[src/rtl/serial_adder.sv]
// Bit-serial ripple adder: one full-adder step per clock, LSB first.
// Operands are captured on start; {cout, sum} is valid while done is high.
//
// state | meaning
// IDLE  | waiting for start
// SHIFT | one bit step per edge, WIDTH edges in total
// DONE  | sum/cout valid for one cycle; start here chains the next addition
module serial_adder #(
  parameter int WIDTH = 8
) (
  input  logic             clk,
  input  logic             rst,
  input  logic             start,
  input  logic [WIDTH-1:0] a,
  input  logic [WIDTH-1:0] b,
  output logic             busy,
  output logic             done,
  output logic [WIDTH-1:0] sum,
  output logic             cout
);

  localparam int CW = $clog2(WIDTH + 1);
  localparam logic [CW-1:0] LAST = CW'(WIDTH - 1);

  typedef enum logic [1:0] {
    IDLE  = 2'd0,
    SHIFT = 2'd1,
    DONE  = 2'd2
  } state_t;

  state_t           state;
  state_t           state_next;
  logic [WIDTH-1:0] a_reg;
  logic [WIDTH-1:0] b_reg;
  logic [WIDTH-1:0] sum_reg;
  logic [WIDTH-1:0] sum_shift;
  logic             carry;
  logic             cout_reg;
  logic [CW-1:0]    cnt;
  logic             bit_sum;
  logic             bit_carry;
  logic             last_step;
  logic             accept;

  always_comb begin
    bit_sum   = a_reg[0] ^ b_reg[0] ^ carry;
    bit_carry = (a_reg[0] & b_reg[0]) | (a_reg[0] & carry) | (b_reg[0] & carry);
    last_step = (cnt == LAST);
    accept    = start && ((state == IDLE) || (state == DONE));
    // Written as shift-then-overwrite so WIDTH=1 needs no zero-width slice.
    sum_shift            = sum_reg >> 1;
    sum_shift[WIDTH-1]   = bit_sum;
  end

  always_ff @(posedge clk or posedge rst) begin
    if (rst) state <= IDLE;
    else     state <= state_next;
  end

  always_comb begin
    state_next = state;
    case (state)
      IDLE:    if (start) state_next = SHIFT;
      SHIFT:   if (last_step) state_next = DONE;
      DONE:    state_next = start ? SHIFT : IDLE;
      default: state_next = IDLE;
    endcase
  end

  // sum_reg and cout_reg are left alone on accept so the previous result
  // stays visible until the first bit step of the next addition.
  always_ff @(posedge clk or posedge rst) begin
    if (rst) begin
      a_reg    <= '0;
      b_reg    <= '0;
      sum_reg  <= '0;
      carry    <= 1'b0;
      cout_reg <= 1'b0;
      cnt      <= '0;
    end else if (accept) begin
      a_reg <= a;
      b_reg <= b;
      carry <= 1'b0;
      cnt   <= '0;
    end else if (state == SHIFT) begin
      a_reg   <= a_reg >> 1;
      b_reg   <= b_reg >> 1;
      sum_reg <= sum_shift;
      carry   <= bit_carry;
      cnt     <= cnt + CW'(1);
      if (last_step) cout_reg <= bit_carry;
    end
  end

  assign busy = (state == SHIFT);
  assign done = (state == DONE);
  assign sum  = sum_reg;
  assign cout = cout_reg;

endmodule

[config.mk]
export PLATFORM = sky130hd
export DESIGN_NAME = serial_adder
export DESIGN_NICKNAME = d
export VERILOG_FILES = /design/src/rtl/serial_adder.sv
export SDC_FILE = /design/constraint.sdc
export NUM_CORES = 1
export LEC_CHECK = 0
export CORE_MARGIN = 4
export CORE_UTILIZATION = 35
export CTS_BUF_LIST = sky130_fd_sc_hd__clkbuf_8 sky130_fd_sc_hd__clkbuf_16
export DETAILED_ROUTE_END_ITERATION = 10
export SYNTH_ARGS = -nofsm -noshare
export SYNTH_HDL_FRONTEND = slang
export SYNTH_SLANG_ARGS = --single-unit
export TNS_END_PERCENT = 1
[constraint.sdc]
create_clock -name clk -period 1.7 [get_ports clk]
set_input_delay 0.34 -clock clk [delete_from_list [all_inputs] [get_ports clk]]
set_output_delay 0.34 -clock clk [all_outputs]
set_load 0.02 [all_outputs]
# ---- Yosys cells after proc, flatten, opt, wreduce, memory -nomap -nowiden
# Index checks and enable logic that the tools add are counted.
dict set report totals {
  ff_bits 32
  inputBits 19
  output_inout_bits 11
}
dict set report classes {
  n_addsub 1
  n_eq_ne 5
  bitwise 8
  n_mux 12
  n_reduce_logical 7
}
# cell count
set op_table {}
lappend op_table {{8-bit 2-to-1 mux} 4}
lappend op_table {{4-bit 2-to-1 mux} 2}
lappend op_table {{2-bit one-hot mux with 3 select lines} 1}
lappend op_table {{4-bit by 1-bit adder with 4-bit output (second input constant)} 1}
lappend op_table {{4-bit by 3-bit == test with 1-bit output (second input constant)} 1}
lappend op_table {{2-bit 2-to-1 mux} 2}
lappend op_table {{2-bit AND reduction} 2}
lappend op_table {{1-bit bitwise AND} 3}
lappend op_table {{1-bit 2-to-1 mux} 3}
lappend op_table {{3-bit AND reduction} 1}
lappend op_table {{2-bit by 1-bit == test with 1-bit output (second input constant)} 1}
lappend op_table {{2-bit == test (second input constant)} 1}
lappend op_table {{2-bit zero test} 1}
lappend op_table {{2-bit by 1-bit inequality test with 1-bit output (second input constant)} 1}
lappend op_table {{2-bit inequality test (second input constant)} 1}
lappend op_table {{1-bit bitwise OR} 2}
lappend op_table {{2-bit nonzero test} 1}
lappend op_table {{1-bit bitwise XOR} 2}
lappend op_table {{1-bit logical AND} 1}
lappend op_table {{1-bit logical OR} 1}
lappend op_table {{1-bit NOT} 1}

# ---- Logic depth before layout (Yosys ltp)
# Gate-level depths: netlist of run 1.
dict set report logic_depth {
  depth_word 5
  depth_mapped 6
}

# ---- Least setup slack after synthesis of run 1
# No wires, ideal clock.
dict set report synth_timing {
  path_type {flip-flop to output port}
  startpoint {reg state[1]}
  endpoint {out busy}
  n_path_buf 2
  setup_slack_ns 0.460
  path_stages_with_launch 5
  arrival_ns 0.900
  cell_sequence {dfrtp_1 > nand2b_1 > buf_6 > inv_4 > buf_2}
}
dict set report synth_between {
  elab_chain_cells 1
}
# element line_no
set synth_lines {}
lappend synth_lines {{start: declaration} 31} ;# state_t state;
lappend synth_lines {{start signal: assignment} 57} ;# else state <= state_next;
lappend synth_lines {{2-bit by 1-bit == test with 1-bit output} 95} ;# assign busy = (state == SHIFT);
lappend synth_lines {{end: declaration} 16} ;# output logic busy,
# Every way passes these cells.

# ---- Final worst setup path of run 1
dict set report layout_timing {
  startpoint {reg sum_reg[6] (netlist: sum[6])}
  endpoint {out sum[6]}
}
# element line_no
set layout_rtl {}
lappend layout_rtl {{start: declaration} 35} ;# logic [WIDTH-1:0] sum_reg;
lappend layout_rtl {{start signal: assignment} 88} ;# sum_reg <= sum_shift;
lappend layout_rtl {{end: declaration} 18} ;# output logic [WIDTH-1:0] sum,
# No word-level cell between the ends.

==> qor.yml, run 1 <==
status: "complete, no violations"
hold_slack_ns: 0.449
finalSetupViolCount: 0
nets: 193
drc: 0
clock.fmax_mhz: 625
gp_congestion: 0.753
path_class: "reg -> out"
p_leak_nw: 0.840
ir_worst_vdd_mv: 0.790
r2r_slack_ns: 0.26
synthTopCellsByArea: "dfrtp_1 58%, nand2_1 11%, a22oi_1 3.2%"
viasPerCell: 4.84
synth-seq-cells: 32
maxSlewViolCount: 0
ant_nets: 0
drive_gt1_share_pct: 9.83
reg2regPathDepth: 4
yosys_warnings: 0
fin_crit_sh_pct: 94.2
drt_wl_total_um: 2810
grt_use_total_pct: 12.2
yosysTopAreaCell: "dfrtp_1"
cts_tree: "yes"
start_kind: "flip-flop"
synth.distinct_cells: 27
htree_levels: 2
relSlewSlack_pct: 73.3
r2r_end: "cout"
rsz0062_at_grt: "no"
start_util_pct: 37.2
cp.required_ns: 1.36
p_total_mw: 3.51
antenna-diode-count: 0
period_needed_ns: 1.60
ioPinCount: 30
drt_pass1_iterations: 4
grt-ovfl-total: 0
clock_sinks: 32
min_path_type: "in -> async"
critical_path.slowest_cell: "clkdlybuf4s50_1"
end_kind: "output pin"
vias: 1069
first_iter_violations: 56
synth_area_sq_mm: 0.00139
synth.net_count: 161
tightest_slew_ns: 0.401
hold_viol: 0
coreArea_sq_mm: 0.00374
numPortBuffers: 29
grt_max_degree: 33
critPathMaxFanout: 3
antenna_found_initial: 0
finClkSkew_ns: 0.00253
die_y_um: 71.1
cts-buffers-inserted: 5
clkTransAtPathRegs_ns: 0.07
place_hpwl_um: 1890
cts_buffer_depth: 2
worst-path-buf-inv: 1
cp.arrival_ns: 1.26
cpPeakStageDelay_ns: 0.62
cts_root_buf: "clkbuf_8"
maxCapViolations: 0
area_delta_synth_final_pct: 31.6
die-width_um: 71.1
postSynthCellCount: 140
power_density_mw_per_mm2: 1910
insertion_delay_ns: 0.27
tns_ns: 0
grt_pass1_wl_um: 4870
r2r-start: "state[1]"
yosysTopAreaCellShare_pct: 57.5
rows: 22
crit_chain: "clkdlybuf4s50_1"
syn-mean-instance-area_sq_um: 9.95
die_area_sq_mm: 0.00505
path_delay_family: "buffers and inverters"
grt_pass1_vias: 1129
wire_per_inst_um: 12.7
synth_seq_area_share_pct: 57.5
-- cell usage after synthesis --
cell,count
a21oi_1,2
a22o_1,2
a22oi_1,6
a31oi_1,2
buf_2,6
buf_4,1
buf_6,2
clkbuf_1,1
dfrtp_1,32
fa_1,1
ha_1,1
inv_1,1
inv_4,1
mux2_1,1
mux2_4,1
mux2i_1,2
nand2_1,42
nand2b_1,2
nand3_1,6
nand4_1,1
nor2_1,10
nor2b_1,2
nor3_1,6
nor3_4,1
o21ai_0,1
o22ai_1,6
xnor2_1,1
-- worst min-delay path, delay by kind of cell --
kind | cells | cell delay, ns
buffers and inverters | 3 | 0.81
-- report_power, final --
group          internal (mW)  switching [mW]
sequential              1.11           0.220
combinational          0.651           0.816
clock                  0.433           0.277
-- worst max path at each step --
stage                     startpoint      to  slack [ns]  depth (start not counted)
after floorplan             state[1]    busy        0.46                          4
after global placement         start   carry        0.14                          5
after detailed placement       start  cnt[1]        0.14                          5
after CTS                     sum[7]  sum[7]        0.08                          1
after global routing          sum[2]  sum[2]        0.04                          1
final                         sum[6]  sum[6]         0.1                          1
-- cell type report --
class,instances,area (sq um)
Clock inverter,3,42.5
Multi-Input combinational cell,96,518
Timing Repair Buffer,35,333
Clock buffer,5,68.8
Tap cell,48,60.1
Fill cell,355,1910
Sequential cell,32,801
Inverter,2,10.0
-- per-layer routing --
metal	global-route usage [%]	vias to the layer above	part of all wire, %
met3	4.83	2	5.5
met5	0	-	0
met2	20.0	30	49
met1	14.2	503	44
met4	5.01	0	0.96
li1	-	534	-
-- cell families after synthesis --
logic type               count (synthesis)  synth area share (%)
flip-flops                              32                  57.5
adder cells (fa/ha/maj)                  2                  2.34
buffers and inverters                   12                  5.30
AND/OR/NAND/NOR                         70                  21.7
XOR/XNOR                                 1                 0.629
multiplexers                             4                  3.32
AO/OA/AOI/OAI                           19                  9.16
-- what timing repair did --
item | CTS | global route
setup buffers | 0 | 0
resized for setup | 2 | 0
endpoints found under the setup margin | 2 | 0
endpoints found under the hold margin | 0 | 0
hold buffers | 0 | 0
-- layout by cell type, fill, tap and decap left out, types with 5 or more instances in the layout --
cell type	synthesis	layout
nand2_1	42	42
dfrtp_1	32	32
clkdlybuf4s50_1	0	27
nor2_1	10	10
a22oi_1	6	6
nand3_1	6	6
o22ai_1	6	6
nor3_1	6	6
buf_4	1	6
clkbuf_8	0	5
-- metrics by stage --
step	util, %	worst slack (ns)	instance area [sq um]	std cells
finish	49.0	0.0990	1830	221
global route	49.0	0.0382	1830	221
CTS	49.0	0.0811	1830	221
detailed placement	46.1	0.138	1720	213
global placement	46.1	0.140	1720	213
floorplan	-	0.460	1390	140
(Power assumes the default switching activity.)
==> run 2, diff against run 1 <==
--- a/config.mk
+++ b/config.mk
@@ -5,6 +5,7 @@
 export SDC_FILE = /design/constraint.sdc
 export NUM_CORES = 1
 export LEC_CHECK = 0
+export CORE_ASPECT_RATIO = 0.75
 export CORE_MARGIN = 4
 export CORE_UTILIZATION = 35
 export CTS_BUF_LIST = sky130_fd_sc_hd__clkbuf_8 sky130_fd_sc_hd__clkbuf_16
==> run 2 against run 1 <==
Final area decreased by 1.4%. Routed wire length increased by 4.2%. Sequential power about the same. Global-route usage increased by 1.2 points. Fmax rose by 0.27%. Critical path type unchanged. Largest cell class unchanged. Highest routed layer unchanged.
==> qor.yml, run 2 (synthesis results as in run 1) <==
gp_congestion: 0.740
grt-ovfl-total: 0
setup_ws_ns: 0.103
rows: 19
dr_wl_met2_um: 1360
finClkSkew_ns: 0.00301
ir_worst_vdd_mv: 0.939
cpPeakStageDelay_ns: 0.62
dr_wl_met3_um: 219
area_delta_synth_final_pct: 29.8
status: "complete, no violations"
instances_no_fill: 222
drt_pass1_iterations: 4
ioPinCount: 30
cp.arrival_ns: 1.26
clock_sinks: 32
reg2regPathDepth: 4
end_kind: "output pin"
cts_setup_buffers: 0
rsz0062_at_grt: "no"
min_path_type: "in -> async"
clkTransAtPathRegs_ns: 0.06
critical_path.slowest_cell: "clkdlybuf4s50_1"
crit_chain: "clkdlybuf4s50_1"
grt_max_degree: 33
dp_cells: 217
r2r_end: "cout"
coreArea_sq_mm: 0.00376
drive_gt1_share_pct: 8.24
cts_tree: "yes"
clock.fmax_mhz: 626
grt_use_total_pct: 13.4
post_cts_resized: 2
finalSetupViolCount: 0
die_area_sq_mm: 0.00506
tightest_slew_ns: 0.402
cts_buffer_depth: 2
critPathMaxFanout: 3
path_class: "reg -> out"
period_needed_ns: 1.60
place_ws_ns: 0.0894
die_y_um: 62.6
final_cell_mix: "42 x nand2_1, 32 x dfrtp_1, 27 x clkdlybuf4s50_1"
dr.max_layer_used: "met4"
grt_pass1_vias: 1138
vias: 1082
tns_ns: 0
nets: 193
htree_levels: 2
die-width_um: 80.8
relSlewSlack_pct: 73.2
drt_wl_total_um: 2930
maxSlewViolCount: 0
ant_nets: 0
antenna-diode-count: 0
antenna_found_initial: 0
p_leak_nw: 0.824
power_density_mw_per_mm2: 1840
fin_util_pct: 48.1
insertion_delay_ns: 0.27
cp.required_ns: 1.36
start_kind: "flip-flop"
cts-buffers-inserted: 5
place_area_sq_mm: 0.00174
drc: 0
start_util_pct: 37.1
wire_per_inst_um: 13.2
place_hpwl_um: 1990
r2r-start: "state[1]"
path_delay_family: "buffers and inverters"
fin_crit_sh_pct: 93.9
r2r_slack_ns: 0.23
numPortBuffers: 29
worst-path-buf-inv: 1
final_common_cell: "nand2_1"
fin_area_sq_mm: 0.00181
hold_viol: 0
cts_root_buf: "clkbuf_8"
hold_slack_ns: 0.455
maxCapViolations: 0
first_iter_violations: 43
p_total_mw: 3.33
viasPerCell: 4.87
grt_pass1_wl_um: 5290
wl_met1_um: 1320
holdBufCountCts: 0
==> run 2: cell count changes in the layout (fill, tap and decap cells not counted), sizes merged <==
cell,change
clkinv,-1
bufinv,-1
clkinvlp,-1
==> run 2: power by group <==
part | total, mW | leakage, nW | internal, mW | switching [mW]
logic | 1.49 | 0.390 | 0.667 | 0.825
clock network | 0.501 | 0.0359 | 0.263 | 0.238
registers | 1.33 | 0.399 | 1.11 | 0.224
total | 3.33 | 0.824 | 2.04 | 1.29
==> run 2: worst max-delay path by stage <==
stage	startpoint	to	slack [ns]	cells past startpoint
2_1_floorplan	state[1]	busy	0.46	4
3_3_place_gp	start	carry	0.14	5
3_5_place_dp	start	cnt[1]	0.09	5
4_1_cts	sum[1]	sum[1]	0.08	1
5_1_grt	sum[1]	sum[1]	0.03	1
6_report	sum[1]	sum[1]	0.10	1
==> run 2: worst reg2reg max path, cell delays in order, from the launching register on <==
cell	delay, ns
dfrtp_1	0.36
nand2b_1	0.19
buf_4	0.25
nor3_4	0.22
mux2_1	0.33
==> run 2: metal layers <==
layer  track usage, %  up-vias
met3             4.76        4
met5                0        -
li1                 -      531
met2             20.3       34
met4             5.06        0
met1             17.3      513
==> run 2: cell type report <==
cell class / instances / area (sq um)
Tap cell: 52 / 65.1
Clock buffer: 5 / 68.8
Timing Repair Buffer: 35 / 345
Inverter: 2 / 10.0
Multi-Input combinational cell: 96 / 518
Sequential cell: 32 / 801
Fill cell: 369 / 1950
==> run 3, diff against run 2 <==
--- a/config.mk
+++ b/config.mk
@@ -6,7 +6,6 @@
 export NUM_CORES = 1
 export LEC_CHECK = 0
 export CORE_ASPECT_RATIO = 0.75
-export CORE_MARGIN = 4
 export CORE_UTILIZATION = 35
 export CTS_BUF_LIST = sky130_fd_sc_hd__clkbuf_8 sky130_fd_sc_hd__clkbuf_16
 export DETAILED_ROUTE_END_ITERATION = 10
==> run 3 against run 2 <==
Fmax decreased by 0.78%. Largest cell class unchanged. Combinational power about the same. Clock skew increased by 0.0053 ns. Highest routed layer unchanged. Core utilization grew 1.3 points. Critical endpoint is now sum[5]. Sequential power is essentially flat. Sequential cell count did not move. Die area shrank 16%. Routed wire length shrank 5.4%. Worst setup slack worse by 0.012 ns. Clock power increased by 58%. Critical path type unchanged. Critical path depth unchanged. Total power grew 7.7%.
==> qor.yml, run 3 (synthesis results as in run 1) <==
finalSetupViolCount: 0
final_cell_mix: "42 x nand2_1, 32 x dfrtp_1, 27 x clkdlybuf4s50_1"
first_iter_violations: 61
area_delta_synth_final_pct: 32.5
rsz0062_at_grt: "no"
maxCapViolations: 0
grt_use_met2_pct: 21.2
numPortBuffers: 29
cts-buffers-inserted: 5
fin_util_pct: 49.4
viasPerCell: 4.72
insertion_delay_ns: 0.28
die-width_um: 74.8
period_needed_ns: 1.61
drc: 0
htree_levels: 2
cpPeakStageDelay_ns: 0.61
worst-path-buf-inv: 1
drt_wl_total_um: 2770
clkPwrFrac_pct: 22.1
busiest_layer: "met2"
wire_per_inst_um: 12.4
p_leak_nw: 0.845
path_delay_family: "buffers and inverters"
grt_max_degree: 33
status: "complete, no violations"
cts_tree: "yes"
combPwrFrac_pct: 40.8
ir_worst_vdd_mv: 0.866
power_density_mw_per_mm2: 1940
start_util_pct: 37.3
p_switching_mw: 1.31
relSlewSlack_pct: 73.1
ioPinCount: 30
p_sw_share_pct: 36.5
tightest_slew_ns: 0.404
critPathMaxFanout: 3
drive_gt1_share_pct: 9.30
clock.fmax_mhz: 621
gp_congestion: 0.713
hold_viol: 0
rows: 19
die_area_sq_mm: 0.00424
holdBufCountCts: 0
maxSlewViolCount: 0
grt_pass1_vias: 1009
antenna_found_initial: 0
met1_usage_pct: 20.0
drt_pass1_iterations: 4
fin_crit_sh_pct: 94.7
cts_root_buf: "clkbuf_8"
coreArea_sq_mm: 0.00373
critical_path.slowest_cell: "clkdlybuf4s50_1"
cts_setup_buffers: 0
intPower_mw: 2.28
clkTransAtPathRegs_ns: 0.06
place_hpwl_um: 1790
end_kind: "output pin"
ant_nets: 0
start_kind: "flip-flop"
grt_pass1_wl_um: 4630
path_class: "reg -> out"
tns_ns: 0
final_common_cell: "nand2_1"
die_y_um: 56.6
grt-ovfl-total: 0
clock_sinks: 32
crit_chain: "clkdlybuf4s50_1"
cp.arrival_ns: 1.27
cts_buffer_depth: 2
min_path_type: "in -> async"
nets: 192
grt_use_total_pct: 14.8
seq_power_share_pct: 37.1
cp.required_ns: 1.36
finClkSkew_ns: 0.00831
vias: 1057
grt_util_met3_pct: 5.57
antenna-diode-count: 0
run 3: cell count changes in the layout (fill, tap and decap cells not counted):
cell / change
bufinv_16: +1
clkbuf_8: +2
buf_12: -1
run 3: worst paths after layout:
kind	startpoint	slack [ns]	end	depth (start not counted)
max	sum[5]	0.09	sum[5]	1
min	rst	0.45	sum[0]	3
max reg2reg	state[1]	0.24	cout	4
min reg2reg	cout	0.49	cout	1
max in group asynchronous	rst	0.96	b_reg[6]	3
min in group clk	cout	0.49	cout	1
run 3: repair_timing:
action / CTS / global route
gates resized for setup: 2 / 0
endpoints found under the setup margin: 2 / 0
endpoints found under the hold margin: 0 / 0
run 3: routing by layer:
layer	part of all wire (%)	wire, um	vias to the layer above
met1	50	1370	503
met3	5.1	142	4
met4	1.0	29	0
li1	-	-	528
met5	0	0	-
met2	44	1220	22
run 3: power by group through the flow:
stage / logic (mW) / clock network, mW / registers, mW
after detailed placement: 1.49 / 0 / 1.35
after CTS: 1.48 / 0.804 / 1.33
final: 1.46 / 0.791 / 1.33
after global routing: 1.65 / 0.844 / 1.38
after floorplan: 0.981 / 0 / 1.41
after global placement: 1.45 / 0 / 1.33
run 3: stage by stage:
stage / setup slack (ns) / hold WS (ns) / power [mW] / cells / area (sq um)
after detailed placement: 0.129 / 0.479 / 2.84 / 216 / 1720
final: 0.0908 / 0.450 / 3.58 / 224 / 1850
after CTS: 0.0752 / 0.465 / 3.62 / 224 / 1850
after global placement: 0.155 / 0.467 / 2.79 / 216 / 1720
after global routing: 0.0379 / 0.506 / 3.87 / 224 / 1850
after floorplan: 0.460 / 0.456 / 2.40 / 140 / 1390
run 3: final cells by class:
| class | instances | area (sq um) |
|---|---|---|
| fillers | 358 | 1890 |
| flip-flops and latches | 32 | 801 |
| multi-input cells | 96 | 518 |
| repair buffers | 34 | 325 |
| clock buffers | 7 | 96.3 |
| well taps | 52 | 65.1 |
| clock inverters | 1 | 30.0 |
| inverters | 2 | 10.0 |
